### config.mk
export PLATFORM = sky130hd
export DESIGN_NAME = arb_merge3_sync_ctrl
export DESIGN_NICKNAME = d
export VERILOG_FILES = /design/src/rtl/arb_merge3_sync_ctrl_pkg.sv /design/src/rtl/arb_merge3_sync_ctrl_toggle_sync_edge.sv /design/src/rtl/arb_merge3_sync_ctrl.sv
export SDC_FILE = /design/constraint.sdc
export NUM_CORES = 1
export LEC_CHECK = 0
export CAP_MARGIN = 20
export CORE_MARGIN = 1
export CORE_UTILIZATION = 36
export CTS_BUF_LIST = sky130_fd_sc_hd__clkbuf_16
export DETAILED_ROUTE_END_ITERATION = 8
export PLACE_DENSITY = 0.65
export SETUP_SLACK_MARGIN = 0.15
export SLEW_MARGIN = 20
export SYNTH_ARGS = -nofsm -noshare
export SYNTH_HDL_FRONTEND = slang
export SYNTH_HIERARCHICAL = 1
export SYNTH_SLANG_ARGS = --single-unit
export TNS_END_PERCENT = 100
### constraint.sdc
create_clock -name clk -period 1.64 [get_ports clk]
set_input_delay 0.164 -clock clk [delete_from_list [all_inputs] [get_ports clk]]
set_output_delay 0.164 -clock clk [all_outputs]
set_load 0.005 [all_outputs]
### src/rtl/arb_merge3_sync_ctrl_pkg.sv
// Shared types and helpers for the arbitrated-merge synchronous front-end.
package arb_merge3_sync_ctrl_pkg;

    localparam int unsigned NUM_SRC = 3;
    localparam int unsigned SEL_W   = 2;
    localparam int unsigned PH_W    = 2;

    typedef enum logic [2:0] {
        S_IDLE      = 3'd0,
        S_DRIVE     = 3'd1,
        S_WAIT_F0   = 3'd2,
        S_WAIT_F1   = 3'd3,
        S_WAIT_FREE = 3'd4,
        S_ACK       = 3'd5
    } state_t;

    localparam logic [PH_W-1:0] PH_IDLE = 2'd0;
    localparam logic [PH_W-1:0] PH_F0   = 2'd1;
    localparam logic [PH_W-1:0] PH_F1   = 2'd2;
    localparam logic [PH_W-1:0] PH_FREE = 2'd3;

    // Next source index after idx, wrapping modulo NUM_SRC.
    function automatic logic [SEL_W-1:0] rr_next(input logic [SEL_W-1:0] idx);
        return (idx >= SEL_W'(NUM_SRC - 1)) ? '0 : idx + SEL_W'(1);
    endfunction

    // First requester at or after ptr in round-robin order.
    function automatic logic [SEL_W-1:0] rr_pick(input logic [NUM_SRC-1:0] req,
                                                 input logic [SEL_W-1:0]   ptr);
        logic [SEL_W-1:0] idx;
        logic [SEL_W-1:0] pick;
        logic             found;
        idx   = ptr;
        pick  = ptr;
        found = 1'b0;
        for (int i = 0; i < int'(NUM_SRC); i++) begin
            if (!found && req[idx]) begin
                pick  = idx;
                found = 1'b1;
            end
            idx = rr_next(idx);
        end
        return pick;
    endfunction

endpackage

### src/rtl/arb_merge3_sync_ctrl_toggle_sync_edge.sv
// Multi-flop synchronizer for a 2-phase toggle input, with XOR edge detect
// producing a one-cycle pulse per toggle.
module arb_merge3_sync_ctrl_toggle_sync_edge #(
    parameter int unsigned SYNC_STAGES = 2
) (
    input  logic clk,
    input  logic rst,
    input  logic i_async,
    output logic o_evt_c
);

    logic [SYNC_STAGES-1:0] sync_d, sync_q;
    logic                   ref_d, ref_q;

    // Shift the async level in; keep a copy of the synced level for edge detect.
    always_comb begin
        sync_d = {sync_q[SYNC_STAGES-2:0], i_async};
        ref_d  = sync_q[SYNC_STAGES-1];
    end

    // Synchronizer and reference flops.
    always_ff @(posedge clk or posedge rst) begin
        if (rst) begin
            sync_q <= '0;
            ref_q  <= 1'b0;
        end else begin
            sync_q <= sync_d;
            ref_q  <= ref_d;
        end
    end

    assign o_evt_c = sync_q[SYNC_STAGES-1] ^ ref_q;

endmodule

### src/rtl/arb_merge3_sync_ctrl.sv
// Round-robin request/ack front-end for the 3-stage arbitrated-merge pipeline.
// Optional abort-on-stall: define ARB_MERGE3_TIMEOUT_EN.
module arb_merge3_sync_ctrl
    import arb_merge3_sync_ctrl_pkg::*;
#(
    parameter int unsigned SYNC_STAGES = 2
`ifdef ARB_MERGE3_TIMEOUT_EN
    ,
    parameter int unsigned TIMEOUT = 255,
    parameter int unsigned TO_W    = 8
`endif
) (
    input  logic               clk,
    input  logic               rst,
    input  logic [NUM_SRC-1:0] i_req,
    output logic [NUM_SRC-1:0] o_ack,
    output logic [SEL_W-1:0]   o_sel,
    output logic               o_busy,
    output logic               o_drive,
    input  logic [1:0]         i_fire_2,
    input  logic               i_free,
    output logic [PH_W-1:0]    o_phase,
    output logic               o_err
);

    state_t             state_d, state_q;
    logic [NUM_SRC-1:0] ack_d, ack_q;
    logic [SEL_W-1:0]   sel_d, sel_q;
    logic [SEL_W-1:0]   rr_d, rr_q;
    logic               busy_d, busy_q;
    logic               drive_d, drive_q;
    logic [PH_W-1:0]    phase_d, phase_q;
    logic               err_d, err_q;
    logic               pend_f0_d, pend_f0_q;
    logic               pend_f1_d, pend_f1_q;
    logic               pend_free_d, pend_free_q;
`ifdef ARB_MERGE3_TIMEOUT_EN
    logic [TO_W-1:0]    to_cnt_d, to_cnt_q;
`endif

    logic evt_f0_c, evt_f1_c, evt_free_c, any_evt_c;

    arb_merge3_sync_ctrl_toggle_sync_edge #(.SYNC_STAGES(SYNC_STAGES)) u_sync_f0 (
        .clk     (clk),
        .rst     (rst),
        .i_async (i_fire_2[0]),
        .o_evt_c (evt_f0_c)
    );

    arb_merge3_sync_ctrl_toggle_sync_edge #(.SYNC_STAGES(SYNC_STAGES)) u_sync_f1 (
        .clk     (clk),
        .rst     (rst),
        .i_async (i_fire_2[1]),
        .o_evt_c (evt_f1_c)
    );

    arb_merge3_sync_ctrl_toggle_sync_edge #(.SYNC_STAGES(SYNC_STAGES)) u_sync_free (
        .clk     (clk),
        .rst     (rst),
        .i_async (i_free),
        .o_evt_c (evt_free_c)
    );

    assign any_evt_c = evt_f0_c | evt_f1_c | evt_free_c;

    // Next-state, event bookkeeping and registered-output logic.
    always_comb begin
        state_d     = state_q;
        ack_d       = '0;
        sel_d       = sel_q;
        rr_d        = rr_q;
        busy_d      = busy_q;
        drive_d     = drive_q;
        phase_d     = phase_q;
        err_d       = err_q;
        pend_f0_d   = pend_f0_q;
        pend_f1_d   = pend_f1_q;
        pend_free_d = pend_free_q;

        unique case (state_q)
            S_IDLE: begin
                if (any_evt_c) err_d = 1'b1;
                pend_f0_d   = 1'b0;
                pend_f1_d   = 1'b0;
                pend_free_d = 1'b0;
                if (|i_req) begin
                    sel_d   = rr_pick(i_req, rr_q);
                    busy_d  = 1'b1;
                    state_d = S_DRIVE;
                end
            end
            S_DRIVE, S_WAIT_F0: begin
                // Later events are only legal once every earlier one is held.
                pend_f0_d = pend_f0_q | evt_f0_c;
                if (evt_f1_c) begin
                    if (pend_f0_d) pend_f1_d = 1'b1;
                    else           err_d     = 1'b1;
                end
                if (evt_free_c) begin
                    if (pend_f1_d) pend_free_d = 1'b1;
                    else           err_d       = 1'b1;
                end
                if (state_q == S_DRIVE) begin
                    drive_d = ~drive_q;
                    phase_d = PH_IDLE;
                    state_d = S_WAIT_F0;
                end else if (pend_f0_d) begin
                    pend_f0_d = 1'b0;
                    phase_d   = PH_F0;
                    state_d   = S_WAIT_F1;
                end
            end
            S_WAIT_F1: begin
                pend_f1_d = pend_f1_q | evt_f1_c;
                if (evt_free_c) begin
                    if (pend_f1_d) pend_free_d = 1'b1;
                    else           err_d       = 1'b1;
                end
                if (pend_f1_d) begin
                    pend_f1_d = 1'b0;
                    phase_d   = PH_F1;
                    state_d   = S_WAIT_FREE;
                end
            end
            S_WAIT_FREE: begin
                pend_free_d = pend_free_q | evt_free_c;
                if (pend_free_d) begin
                    pend_free_d  = 1'b0;
                    phase_d      = PH_FREE;
                    ack_d[sel_q] = 1'b1;
                    state_d      = S_ACK;
                end
            end
            S_ACK: begin
                if (any_evt_c) err_d = 1'b1;
                pend_f0_d   = 1'b0;
                pend_f1_d   = 1'b0;
                pend_free_d = 1'b0;
                busy_d      = 1'b0;
                rr_d        = rr_next(sel_q);
                phase_d     = PH_IDLE;
                state_d     = S_IDLE;
            end
            default: state_d = S_IDLE;
        endcase

`ifdef ARB_MERGE3_TIMEOUT_EN
        // Stall watchdog: abort through ACK so the requester is still released.
        to_cnt_d = (state_d != state_q) ? '0 : to_cnt_q + TO_W'(1);
        if ((state_q == S_WAIT_F0 || state_q == S_WAIT_F1 || state_q == S_WAIT_FREE) &&
            (state_d == state_q) && (to_cnt_q == TO_W'(TIMEOUT - 1))) begin
            err_d        = 1'b1;
            ack_d        = '0;
            ack_d[sel_q] = 1'b1;
            phase_d      = PH_IDLE;
            pend_f0_d    = 1'b0;
            pend_f1_d    = 1'b0;
            pend_free_d  = 1'b0;
            to_cnt_d     = '0;
            state_d      = S_ACK;
        end
`endif
    end

    // State and output registers.
    always_ff @(posedge clk or posedge rst) begin
        if (rst) begin
            state_q     <= S_IDLE;
            ack_q       <= '0;
            sel_q       <= '0;
            rr_q        <= '0;
            busy_q      <= 1'b0;
            drive_q     <= 1'b0;
            phase_q     <= PH_IDLE;
            err_q       <= 1'b0;
            pend_f0_q   <= 1'b0;
            pend_f1_q   <= 1'b0;
            pend_free_q <= 1'b0;
`ifdef ARB_MERGE3_TIMEOUT_EN
            to_cnt_q    <= '0;
`endif
        end else begin
            state_q     <= state_d;
            ack_q       <= ack_d;
            sel_q       <= sel_d;
            rr_q        <= rr_d;
            busy_q      <= busy_d;
            drive_q     <= drive_d;
            phase_q     <= phase_d;
            err_q       <= err_d;
            pend_f0_q   <= pend_f0_d;
            pend_f1_q   <= pend_f1_d;
            pend_free_q <= pend_free_d;
`ifdef ARB_MERGE3_TIMEOUT_EN
            to_cnt_q    <= to_cnt_d;
`endif
        end
    end

    assign o_ack   = ack_q;
    assign o_sel   = sel_q;
    assign o_busy  = busy_q;
    assign o_drive = drive_q;
    assign o_phase = phase_q;
    assign o_err   = err_q;

endmodule

==> run summary <==
result of the run -> finished clean
RSZ-0062 raised after global routing -> true
Max Clk Rate -> 703.4 MHz
Total Routing Usage GR -> 15.97%
worst flop-to-flop path endpoint -> o_phase[1]
Mapped Nets -> 122
routability cong. -> 0.7923
Tcrit/Tclk final -> 86.68%
final hold vios -> 0
Setup WS post-layout -> 0.2184 ns
detailed placer's ending HPWL -> 1.723 mm
first-pass GRT wire length -> 4.146 mm
die area -> 3550 um^2
leakage power -> 0.6500 nW
pwr dens -> 1727 nW/um^2
dpl ws -> 0.1328 ns
synth warn -> 6
worst-path fanout max -> 5
Max-cap violations -> 0
Vias/cell -> 5.267
Max VDD drop -> 0.0006195 V
total CTS buffers -> 3
r2r startpoint -> u_sync_f1/ref_q
hold slack -> 0.1404 ns
Port Buffers -> 17
# diodes -> 0
CTS tree -> built
Setup crit start kind -> register
Num Clock Sinks -> 27
fin util -> 49.56%
Worst setup EP type -> register
Congestion Overflow GR -> 0
HP Class -> in2async
fin. max-slew vios -> 0
CTS clk-pin slew, worst paths -> 0.06 ns
Post-Synthesis Cells -> 114
Post-DP Area -> 1434 um^2
H-tree levels -> 1
Iteration-0 DRC Markers -> 51
fill count -> 299
row cnt -> 20
Synth cell types -> 34
Clock Latency Late Sink -> 0.26 ns
Routed Antenna Nets -> 0
leading cell type in the layout, fill and taps excluded -> dfrtp_1
Max-slew headroom -> 77.14%
crit path kind -> reg2reg
Worst Path Required -> 1.79 ns
DIE HEIGHT -> 59.58 um
crit path DAT -> 1.58 ns
layout cells sized above 1 -> 14.71%
DRT Pass-1 Iters -> 4
# nets final -> 145
setup slack, reg-to-reg -> 0.22 ns
Design Area, Final -> 1538 um^2
register area share after synthesis -> 56.60%
vias -> 948
hold buffer count at cts -> 0
vias in the first global route -> 971
DRC viols -> 0
crit path time final -> 1.422 ns
fin cells -> 180
Setup Viol. Count Final -> 0
antenna violations before repair -> 0
Routed Wire Length -> 2.416 mm
Core Footprint -> 3103 um^2
cell area after synthesis -> 1194 um^2
Setup TNS -> 0 ns
Clock Path Buffers -> 2
Die Wd -> 59.58 um
Initial Utilization -> 38.47%
overall power -> 2.655 mW
dpl cells -> 176
# IOs -> 18
largest net degree at the start of global routing -> 21
Avg Cell Area, Syn -> 10.47 um^2
wire length per cell -> 13.42 um
worst r2r path cells -> 5
clk root buf -> clkbuf_16
synth-to-layout area growth -> 28.83%
post-CTS setup buffers -> 0
clock skew -> 0.002670 ns
FF+latch count, synth -> 27
highest-count cells in the layout ignoring fill and taps -> dfrtp_1 (26), clkdlybuf4s50_1 (17), nand2_1 (11), o21ai_0 (11), a21oi_1 (8)
Worst Max-Slew Pin Slew -> 0.3414 ns
## worst max-delay path by stage
stage	slack, ns	end	cells after the start	start
detailed placement	0.13	o_phase[1]	5	u_sync_f1/sync_q[1]
global placement	0.17	o_phase[1]	5	u_sync_f1/sync_q[1]
floorplan	0.23	o_phase[1]	5	u_sync_f1/ref_q
finish	0.22	o_phase[1]	5	u_sync_f1/ref_q
global route	0.11	o_phase[1]	5	u_sync_f1/ref_q
CTS	0.18	state_q[0]	5	u_sync_f1/ref_q
## metal layers
metal / wire length [um] / up-vias / global-route usage, %
met4: 56 / 0 / 9.635
met1: 1065 / 474 / 19.44
li1: - / 447 / -
met5: 0 / - / 0
met2: 1213 / 22 / 25.84
met3: 80 / 5 / 3.493
## cell type report
| class | count | area, um^2 | share of cell area [%] |
|---|---|---|---|
| clock inverters | 1 | 5.005 | 0.3255 |
| well taps | 44 | 55.05 | 3.580 |
| repair buffers | 22 | 207.7 | 13.51 |
| multi-input cells | 76 | 491.7 | 31.98 |
| inverters | 7 | 26.28 | 1.709 |
| clock buffers | 3 | 75.07 | 4.882 |
| flip-flops and latches | 27 | 676.9 | 44.02 |
## power breakdown
part | leakage [nW] | total (mW) | internal (mW) | switching (mW)
registers | 0.326 | 1.06 | 0.851 | 0.209
logic | 0.283 | 1.04 | 0.497 | 0.546
clock network | 0.0409 | 0.552 | 0.329 | 0.223
total | 0.650 | 2.66 | 1.68 | 0.978
## kinds of logic after synthesis
kind of cell / share of synthesized area, %
AOI/OAI and AO/OA: 21.38
DFF: 56.60
and+or+nand+nor: 14.26
buffers and inverters: 4.088
xor gates and xnor gates: 3.669
## flip-flops by register name, summed over array words and instances, names as in the netlist
register and cells:
o_phase 2, rr_q 2, u_sync_f1/ref_q 1, o_busy 1, u_sync_free/ref_q 1, o_ack 3
pend_f1_q 1, u_sync_free/sync_q 2, u_sync_f0/sync_q 2, o_drive 1, pend_f0_q 1, u_sync_f0/ref_q 1
state_q 3, u_sync_f1/sync_q 2, o_err 1, pend_free_q 1, o_sel 2
## cell usage after synthesis, drive strengths merged
master | instances | area, um^2
a21oi | 8 | 40.04
nand3b | 1 | 7.510
a221oi | 1 | 8.760
nand2b | 1 | 6.260
xor2 | 5 | 43.79
and2b | 1 | 8.760
nor2 | 6 | 25.03
o41ai | 1 | 16.27
o211ai | 2 | 15.01
nand3 | 1 | 5.000
a31oi | 1 | 6.260
a211oi | 1 | 7.510
a32o | 1 | 10.01
dfrtp | 27 | 675.7
o21bai | 1 | 7.510
buf | 4 | 22.52
o32ai | 2 | 17.52
nor3b | 3 | 22.52
nand2 | 11 | 41.29
a2111oi | 1 | 15.01
or2 | 1 | 6.260
a21boi | 2 | 15.01
nor2b | 1 | 6.260
a21o | 2 | 15.01
o22ai | 1 | 6.260
inv | 7 | 26.28
nor3 | 4 | 20.02
o21ai | 12 | 60.06
o31ai | 2 | 15.01
nor4b | 1 | 8.760
and2 | 1 | 6.260
or3 | 1 | 6.260
## worst max-delay path, stage by stage (launching register included)
cell	delay [ns]
dfrtp_1	0.39
xor2_2	0.20
o211ai_1	0.25
a21boi_0	0.19
o21ai_0	0.10
a21o_1	0.18
## what timing repair did
action / CTS / global route
setup endpoints to repair: 2 / 6
endpoints found under the hold margin: 0 / 0
resized for setup: 2 / 5
pin swaps: 0 / 0
cloned: 0 / 0
(Power assumes the default switching activity.)
